**config.mk**
```make
export PLATFORM = sky130hd
export DESIGN_NAME = reg_scan_reader
export DESIGN_NICKNAME = d
export VERILOG_FILES = /design/src/rtl/reg_scan_reader.sv
export SDC_FILE = /design/constraint.sdc
export NUM_CORES = 1
export LEC_CHECK = 0
export CAP_MARGIN = 20
export CORE_MARGIN = 2
export CORE_UTILIZATION = 48
export CTS_CLUSTER_SIZE = 10
export DETAILED_ROUTE_END_ITERATION = 10
export PLACE_DENSITY = 0.83
export SETUP_SLACK_MARGIN = 0.5
export SLEW_MARGIN = 20
export SYNTH_ARGS = -nofsm -noshare
export SYNTH_HDL_FRONTEND = slang
export SYNTH_SLANG_ARGS = --single-unit
```
**constraint.sdc**
```tcl
create_clock -name CLK -period 2.3 [get_ports CLK]
set_input_delay 0.23 -clock CLK [delete_from_list [all_inputs] [get_ports CLK]]
set_output_delay 0.23 -clock CLK [all_outputs]
set_load 0.02 [all_outputs]
```
**src/rtl/reg_scan_reader.sv**
```systemverilog
// reg_scan_reader: walks a wrapping range of register-file addresses and streams
// (addr, data) beats over a valid/ready handshake.
module reg_scan_reader #(
    parameter int WIDTH    = 16,
    parameter int NUM_REGS = 16,
    parameter int ADDR_W   = 4
) (
    input  logic              CLK,
    input  logic              reset,
    input  logic              start,
    input  logic [ADDR_W-1:0] start_addr,
    input  logic [ADDR_W:0]   count,
    input  logic              abort,
    output logic [ADDR_W-1:0] rf_read_addr,
    input  logic [WIDTH-1:0]  rf_read_data,
    output logic              out_valid,
    input  logic              out_ready,
    output logic [WIDTH-1:0]  out_data,
    output logic [ADDR_W-1:0] out_addr,
    output logic              out_last,
    output logic              busy,
    output logic              done,
    output logic              err
);
    typedef enum logic [1:0] {IDLE, READ, SEND, DONE} state_t;

    localparam logic [ADDR_W:0]   NR   = (ADDR_W+1)'(NUM_REGS);
    localparam logic [ADDR_W-1:0] LAST = ADDR_W'(NUM_REGS - 1);

    state_t            state;
    logic [ADDR_W-1:0] cur;
    logic [ADDR_W:0]   rem;
    logic              bad;

    assign bad          = ({1'b0, start_addr} >= NR) || (count > NR);
    assign rf_read_addr = cur;
    assign busy         = state != IDLE;
    assign done         = state == DONE;

    always_ff @(posedge CLK or posedge reset) begin
        if (reset) begin
            state     <= IDLE;
            cur       <= '0;
            rem       <= '0;
            out_valid <= 1'b0;
            out_data  <= '0;
            out_addr  <= '0;
            out_last  <= 1'b0;
            err       <= 1'b0;
        end else begin
            err <= 1'b0;
            case (state)
                IDLE: if (start) begin
                    if (bad) err <= 1'b1;
                    else if (count == '0) state <= DONE;
                    else begin
                        cur   <= start_addr;
                        rem   <= count;
                        state <= READ;
                    end
                end
                READ: if (abort) state <= IDLE;
                else begin
                    out_data  <= rf_read_data;
                    out_addr  <= cur;
                    out_last  <= rem == 1;
                    out_valid <= 1'b1;
                    state     <= SEND;
                end
                // abort takes priority over a same-edge handshake: the beat is dropped
                SEND: if (abort) begin
                    out_valid <= 1'b0;
                    state     <= IDLE;
                end else if (out_ready) begin
                    out_valid <= 1'b0;
                    rem       <= rem - 1'b1;
                    if (rem == 1) state <= DONE;
                    else begin
                        cur   <= (cur == LAST) ? '0 : cur + 1'b1;
                        state <= READ;
                    end
                end
                DONE: state <= IDLE;
            endcase
        end
    end
endmodule

```
After elaboration in Yosys (flattened, before gate mapping)
Cells that the tools add are included.

Register bits after elaboration: 34. Input port bits: 30. Logic and storage cells: 64. Memory bits (writable): 0. ROM bits: 0. Output and inout port bits: 29. Latch bits: 0. Memories kept: 0.

Multiplexer cells: 29. Bitwise operators: 1. Add/sub/neg operators: 2. Shift operators: 0. $mul: 0. Div/mod/pow operators: 0. Order comparisons: 1. Reduce and logical (&&, ||, !) cells: 10. Equal/unequal tests: 13.

Operator list (number): 4-bit two-way mux (7); 5-bit two-way mux (5); 2-bit two-way mux (7); 2-bit inequality test (second input constant) (7); 5-bit case mux with 2 select lines (1); 2-bit case mux with 4 select lines (1); 4-bit case mux with 2 select lines (1); 7-bit AND reduction (1); 1-bit two-way mux (6); 3-bit AND reduction (2); 6-bit AND reduction (1); 2-bit nonzero test (3); 5-bit by 1-bit == test with 1-bit output (second input constant) (1); 5-bit greater-than comparator (second input constant) (1); 5-bit logical NOT (1); 5-bit by 1-bit subtractor with 5-bit output (second input constant) (1); 4-bit by 1-bit adder with 4-bit output (second input constant) (1); 2-bit == test (second input constant) (2); 4-bit == test (second input constant) (1); 3-bit inequality test (second input constant) (1); 2-bit by 1-bit == test with 1-bit output (second input constant) (1); 2-bit logical NOT (1); 1-bit case mux with 2 select lines (1); 2-bit AND reduction (1); 1-bit NOT (1).

Longest topological paths before layout
Gate-level depths: netlist (run 1).

Depth in word-level cells: 6. Gate-level depth with buffers: 6. Depth with buffers taken out: 6.

Worst setup path before layout (run 1)
OpenSTA, ideal clock, no wires.

Path type: input port to flip-flop. Start: input count[2]. End: register rem[0]. Buffers on the path: 0. Data required time: 2172 ps. Setup slack: 727 ps. Arrival time: 1445 ps. Library setup time: 128 ps. Stages on the path: 4. Cells stage by stage: nor4_4 -> mux2i_1 -> nand2_1 -> mux2i_1.

Cells in the longest elaborated chain, start to end: 3. Elaborated cells on any way between the ends: 5. Those cells by class: order compare (1); eq/ne (2); reduce/logical (2).

Ends and longest elaborated chain: from (decl) (line 12) `input logic [ADDR_W:0] count,`; 5-bit greater-than comparator or 5-bit logical NOT (tied branches) (line 35, 55); 2-bit inequality test (no source line); 6-bit AND reduction (no source line) *; to (signal assigned) (line 58) `rem <= count;`; to (signal assigned) (line 76) `rem <= rem - 1'b1;`; to (decl) (line 32) `logic [ADDR_W:0] rem;`.

Every way passes the cells marked *; elsewhere a longest branch is shown, timed or not. A chain may end at the register's enable or synchronous reset.

Worst setup path after layout (run 1)
Start: register state[1]. End: output busy.

Cells in the longest elaborated chain, start to end: 1.

Ends and longest elaborated chain: from (decl) (line 30) `state_t state;`; from (signal assigned) (line 42) `state <= IDLE;`; from (signal assigned) (line 55) `else if (count == '0) state <= DONE;`; from (signal assigned) (line 59) `state <= READ;`; 2-bit nonzero test (line 37) `assign busy = state != IDLE;`; to (decl) (line 21) `output logic busy,`.

Every way passes these cells.

==> metrics.txt, run 1 <==
CTS Hold Buffers Added 0; drt total wl 3.98 mm; Num CTS Buffers 5; htree depth 2; final setup vio count 0; startpoint type of the worst setup path register; Ant. Diodes 0; fin nets 242; total die area 0.00393 mm2; Longest Clk Path Bufs 2; pre-CTS WS 0.220 ns; sequential cell area fraction in the yosys report 51.5%; setup ws final 0.556 ns; CP Cell Sequence buf_4 -> or2_2 -> dlygate4sd2_1; power density cells 1010 mW/mm2; Final GP Congestion 0.860; R2R depth 6; Mapped Area 0.00165 mm2; Net Count, Synth 175; max-cap viol count 0; Slew Viols, Final 0; CTS tree yes; first-pass GRT wire length 6.59 mm; Placed Cells 244; pin count of the biggest net entering global routing 35; CP required 2.07 ns; Root Driver clkbuf_4; status completed; cell accounting for the most synthesized area dfrtp_1; CP Class reg2out; I/O pin count 59; clock period minus worst slack 1.74 ns; CP Buf/Inv Count 2; # fillers 256; Worst setup EP type output pin; Tightest Pin Transition 0.538 ns; reg-to-reg slack, setup 0.59 ns; First DRT Iteration DRCs 46; post-synthesis compound-gate area fraction 12.0%; worst r2r src state[1]; largest stage delay on the critical path 0.42 ns; overall power 2.45 mW; setup TNS 0 ns; largest family of logic cells by synthesized area multiplexers; DRC viols 0; Mapped Avg Cell Area 11.6 um2; Die Y-Extent 62.7 um; Synth top area share 51.5%; worst hold slack 0.271 ns; Critical Path Fanout Max 4; LEAKAGE 0.995 nW; Worst Path Arrival 1.51 ns; Total GRT Usage 21.6%; Placed Area 0.00229 mm2; TritonRoute pass-1 iters 4; Slew Limit Headroom 63.6%; Via density 5.40; RSZ-0062 raised after global routing false; synth warn 0; period utilisation layout 75.8%; Clk Latency, worst-skew pair 0.33 ns; post-synth cell types 38; layout cells sized above 1 23.9%; row cnt 21; maximum vdd drop 0.601 mV; design area 0.00243 mm2; IO Port Bufs 58; Final Hold Vio Count 0; highest clock rate 573 MHz; Post-synth top flop dfrtp_1; via count 1376; Crit Reg-Reg Endpoint rem[4]; Die W 62.7 um; Clock Pin Slew Worst Setup and Hold Paths 0.10 ns; post-synthesis adder-cell area fraction 2.27%; Core Area 0.00331 mm2; vias in the first global route 1377; final core occ 73.4%; hold crit path type in2async; post-synthesis cell count 142; initial antenna violation count 0; Post-Synth Simple-Gate Area 14.4%; grt ovf 0; post-synthesis xor/xnor area fraction 0%; starting density of the core 49.9%; mux contribution to synthesized area 16.8%; clock sink total 34; #FFs+latches synth 34; antenna-violating nets left 0; Routed wire per std cell 15.6 um; number of synthesized flops with an enable pin 0; area grow syn2layout 46.9%; Final Non-Filler Cells 255; Fin Clk Skew 0.00415 ns; share of flip-flops with an asynchronous set or reset 100%; Worst path top cell family by delay buffers and inverters; DP HPWL 3.00 mm; Synth area leaders dfrtp_1, mux2_2, a21oi_1; Slowest-stage cell, CP dfrtp_2
worst register-to-register path: stages, from the launching register on:
cell,delay [ns]
dfrtp_2,0.42
buf_4,0.15
nor4bb_2,0.36
mux2i_2,0.17
buf_4,0.19
a22oi_1,0.16
a2bb2oi_1,0.18
cells in the mapped netlist (all sizes together), types with 2 or more instances:
cell type	instances
dfrtp	34
mux2i	3
inv	6
nor2	8
o22ai	2
ha	3
a22oi	3
buf	5
o21ai	6
a21oi	8
nor4b	3
mux2	22
a31oi	2
nand2b	2
nand3	3
o32ai	2
nor2b	2
and2	2
a2bb2oi	2
nand2	4
nor3	5
or2	2
cell usage in the layout (no fill, tap or decap), types with 5 or more instances in the layout:
| master | count |
|---|---|
| clkdlybuf4s50_1 | 56 |
| dfrtp_1 | 32 |
| mux2_2 | 22 |
| a21oi_1 | 8 |
| nor2_1 | 8 |
| buf_4 | 8 |
| o21ai_0 | 6 |
| inv_1 | 5 |
| nor3_1 | 5 |
| clkbuf_4 | 5 |
cell type report:
class	instances	area [um2]	share of cell area [%]
clock inverter	1	30.0	1.24
multi-input combinational	96	772	31.8
inverter	6	26.3	1.08
tap	46	57.6	2.37
clock buffer	6	51.3	2.11
sequential	34	853	35.1
timing repair buffer	66	638	26.3
routing by layer:
metal	track usage (%)	share of wire, %
met3	6.67	7.0
met5	0	0
met2	37.0	50
met4	7.22	1.3
met1	26.0	41
logic make-up after synthesis:
family,after synthesis
AND/OR/NAND/NOR,39
flip-flops,34
AO/OA/AOI/OAI,29
multiplexers,25
buffers and inverters,12
adder cells (fa/ha/maj),3
sequential cells by signal (all words and copies together), names as in the netlist:
| register | count |
|---|---|
| state | 2 |
| err | 1 |
| out_data | 16 |
| out_addr | 4 |
| out_last | 1 |
| rem | 5 |
| rf_read_addr | 4 |
| out_valid | 1 |
worst max-delay path by stage:
stage | startpoint | depth (start not counted) | to
2_1_floorplan | count[2] | 4 | rem[0]
3_5_place_dp | count[2] | 5 | rem[0]
4_1_cts | state[1] | 6 | rem[4]
5_1_grt | state[1] | 6 | rem[4]
3_3_place_gp | count[2] | 6 | rem[4]
6_report | state[1] | 3 | busy
power breakdown:
group	internal (mW)	leakage, nW	total [mW]	switching (mW)
Sequential	0.802	0.399	0.968	0.166
Combinational	0.558	0.551	1.04	0.480
Clock	0.253	0.0443	0.448	0.195
Total	1.61	0.995	2.45	0.841
what timing repair did:
action                     in CTS  in global routing
setup endpoints to repair       3                  8
hold endpoints to repair        0                  0
buffers inserted                4                  0
gates resized for setup         4                  5
No activity file was read; power rests on OpenSTA's default activity.
==> run 2, diff against run 1 <==
CORE_UTILIZATION = 44   (was 48)
PLACE_DENSITY = 0.77   (was 0.83)
clock period = 1.75 ns   (was 2.3 ns; I/O delays follow)
==> run 2 against run 1 <==
Compared with the run above:
- clock skew up 0.0032 ns
- power up 42%
- sequential cell count unchanged
==> metrics.txt, run 2 (synthesized netlist as in run 1, its figures left out) <==
status completed; NetSw 1.26 mW (+49%); Final GP Congestion 0.883 (+2.6%); power density cells 1160 mW/mm2 (+15%); hold crit path type in2reg; reg-to-reg slack, setup 0.11 ns (-0.48 ns); Worst path top cell family by delay flip-flops; worst r2r src state[0]; Placed Area 0.00257 mm2 (+12%); via count 1588 (+15%); Ant. Diodes 0 (unchanged); # fillers 214 (-16%); Crit Reg-Reg Endpoint rf_read_addr[2]; fin nets 272 (+12%); highest clock rate 610 MHz; htree depth 2 (unchanged); Num CTS Buffers 5 (unchanged); total die area 0.00426 mm2 (+8.5%); startpoint type of the worst setup path register; Slew Viols, Final 0 (unchanged); worst hold slack 0.188 ns (-0.0838 ns); Placed Cells 257 (+5.3%); Root Driver clkbuf_8; Largest regs out_data x16, rem x5; CP Buf/Inv Count 2 (unchanged); Gate power share 45.6% (+3.3 points); largest stage delay on the critical path 0.43 ns (about the same); pin count of the biggest net entering global routing 35 (unchanged); Die W 65.3 um (+4.2%); most frequent cells in the layout dfrtp_1, clkdlybuf4s50_1, dlygate4sd2_1, buf_4, mux2_4; Via density 5.51 (+2.2%); DP HPWL 3.03 mm (+1.3%); first-pass GRT wire length 7.51 mm (+14%); Longest Clk Path Bufs 2 (unchanged); CTS tree yes; Worst Path Arrival 1.85 ns (+0.34 ns); row cnt 22 (+4.8%); overall power 3.48 mW (+42%); Final Non-Filler Cells 288 (+13%); Final Hold Vio Count 0 (unchanged); clock sink total 34 (unchanged); R2R depth 6 (unchanged); max reg flops 16 (unchanged); Slowest-stage cell, CP dfrtp_2; Tightest Pin Transition 0.430 ns (-0.108 ns); CP Cell Sequence buf_12 -> nor4bb_4 -> mux2i_4 -> buf_6 -> a21o_2 -> a22oi_2; I/O pin count 59 (unchanged); RSZ-0062 raised after global routing true; initial antenna violation count 0 (unchanged); Reg power frac 37.2% (-2.2 points); Int Pwr 2.23 mW (+38%); Hold Crit Endpoint rem[2]; Hold Path Origin count[2]; Routed wire per std cell 17.8 um (+14%); clock period minus worst slack 1.64 ns; final setup vio count 0 (unchanged); Slew Limit Headroom 71.1% (+7.5 points); CP required 1.96 ns (-0.11 ns); IO Port Bufs 58 (unchanged); Core Area 0.00363 mm2 (+9.8%); Hold Crit Depth 3; CP Class reg2reg; DRC viols 0 (unchanged); area grow syn2layout 80.9%; most common cell after layout, fill and taps aside dfrtp_1; design area 0.00299 mm2 (+23%); period utilisation layout 93.7%; Clock Pin Slew Worst Setup and Hold Paths 0.07 ns (-0.03 ns); drt total wl 5.13 mm (+29%); antenna-violating nets left 0 (unchanged); max-cap viol count 0 (unchanged); Total GRT Usage 23.6% (+1.9 points); maximum vdd drop 0.597 mV (-0.74%); vias in the first global route 1581 (+15%); Clk Latency, worst-skew pair 0.29 ns (-0.04 ns); switching share of power 36.1% (+1.8 points); Reg with most FFs out_data; Fin Clk Skew 0.00739 ns (+0.00324 ns); setup TNS 0 ns (unchanged); LEAKAGE 1.34 nW (+35%); TritonRoute pass-1 iters 4 (unchanged); grt ovf 0 (unchanged); Clk network pwr share 17.2% (-1.1 points); Die Y-Extent 65.3 um (+4.2%); Worst setup EP type register; First DRT Iteration DRCs 51 (+11%); Critical Path Fanout Max 5 (+1); starting density of the core 45.5% (-4.4 points); layout cells sized above 1 45.0% (+21 points)
## run 2: cell count changes in the layout (fill, tap and decap cells not counted), moves of 5 or more
cell	delta
clkbuf_8	+5
dlygate4sd2_1	+22
clkbuf_4	-5
clkdlybuf4s50_1	-31
buf_4	+16
buf_6	+10
mux2_4	+22
mux2_2	-22
## run 2: power by group through the flow
| stage | Sequential, mW | Clock (mW) | Combinational (mW) |
|---|---|---|---|
| final | 1.29 | 0.599 | 1.59 |
| after CTS | 1.28 | 0.606 | 1.51 |
| after floorplan | 1.54 | 0 | 0.594 |
| after global routing | 1.33 | 0.656 | 1.69 |
| after detailed placement | 1.31 | 0 | 1.52 |
| after global placement | 1.29 | 0 | 1.49 |
## run 2: worst max path at each step
stage	from	to	depth (start not counted)
after detailed placement	count[1]	rem[3]	6
after floorplan	rem[1]	rf_read_addr[0]	6
final	state[0]	rf_read_addr[2]	6
after global routing	state[0]	rem[0]	6
after global placement	count[1]	rf_read_addr[0]	6
after CTS	state[1]	rf_read_addr[2]	6
## run 2: area by class of cell
class                      instances  area, um2  share of cell area, %
clock buffer                       7       86.3                   2.89
clock inverter                     1       5.00                  0.167
inverter                           6       22.5                  0.753
multi-input combinational         96       1010                   33.9
sequential                        34        853                   28.5
tap                               48       60.1                   2.01
timing repair buffer              96        948                   31.7
## run 2: tightest hold or removal path: cells and delay by family
kind | cells | cell delay [ns]
buffers and inverters | 1 | 0.12
AOI/OAI and AO/OA | 1 | 0.09
and+or+nand+nor | 1 | 0.06
## run 2: what timing repair did
item | 4_1_cts | 5_1_grt
gates resized for setup | 56 | 29
endpoints found under the setup margin | 62 | 38
pin swaps | 7 | 7
gates cloned | 2 | 0
setup buffers | 16 | 5
hold buffers | 0 | 0
## run 2: metal layers
layer	up-vias	track usage, %	wire (um)	share of wire (%)
met5	-	0	0	0
met4	0	8.33	64	1.2
met3	8	5.82	301	5.9
met2	68	42.0	2760	54
met1	791	27.4	2000	39
li1	721	-	-	-
## run 2: per-stage QoR
step	utilization, %	worst slack [ns]
finish	82.3	0.111
global route	82.3	0.0649
CTS	78.9	0.156
detailed placement	70.7	-0.228
global placement	70.7	-0.148
floorplan	-	0.269
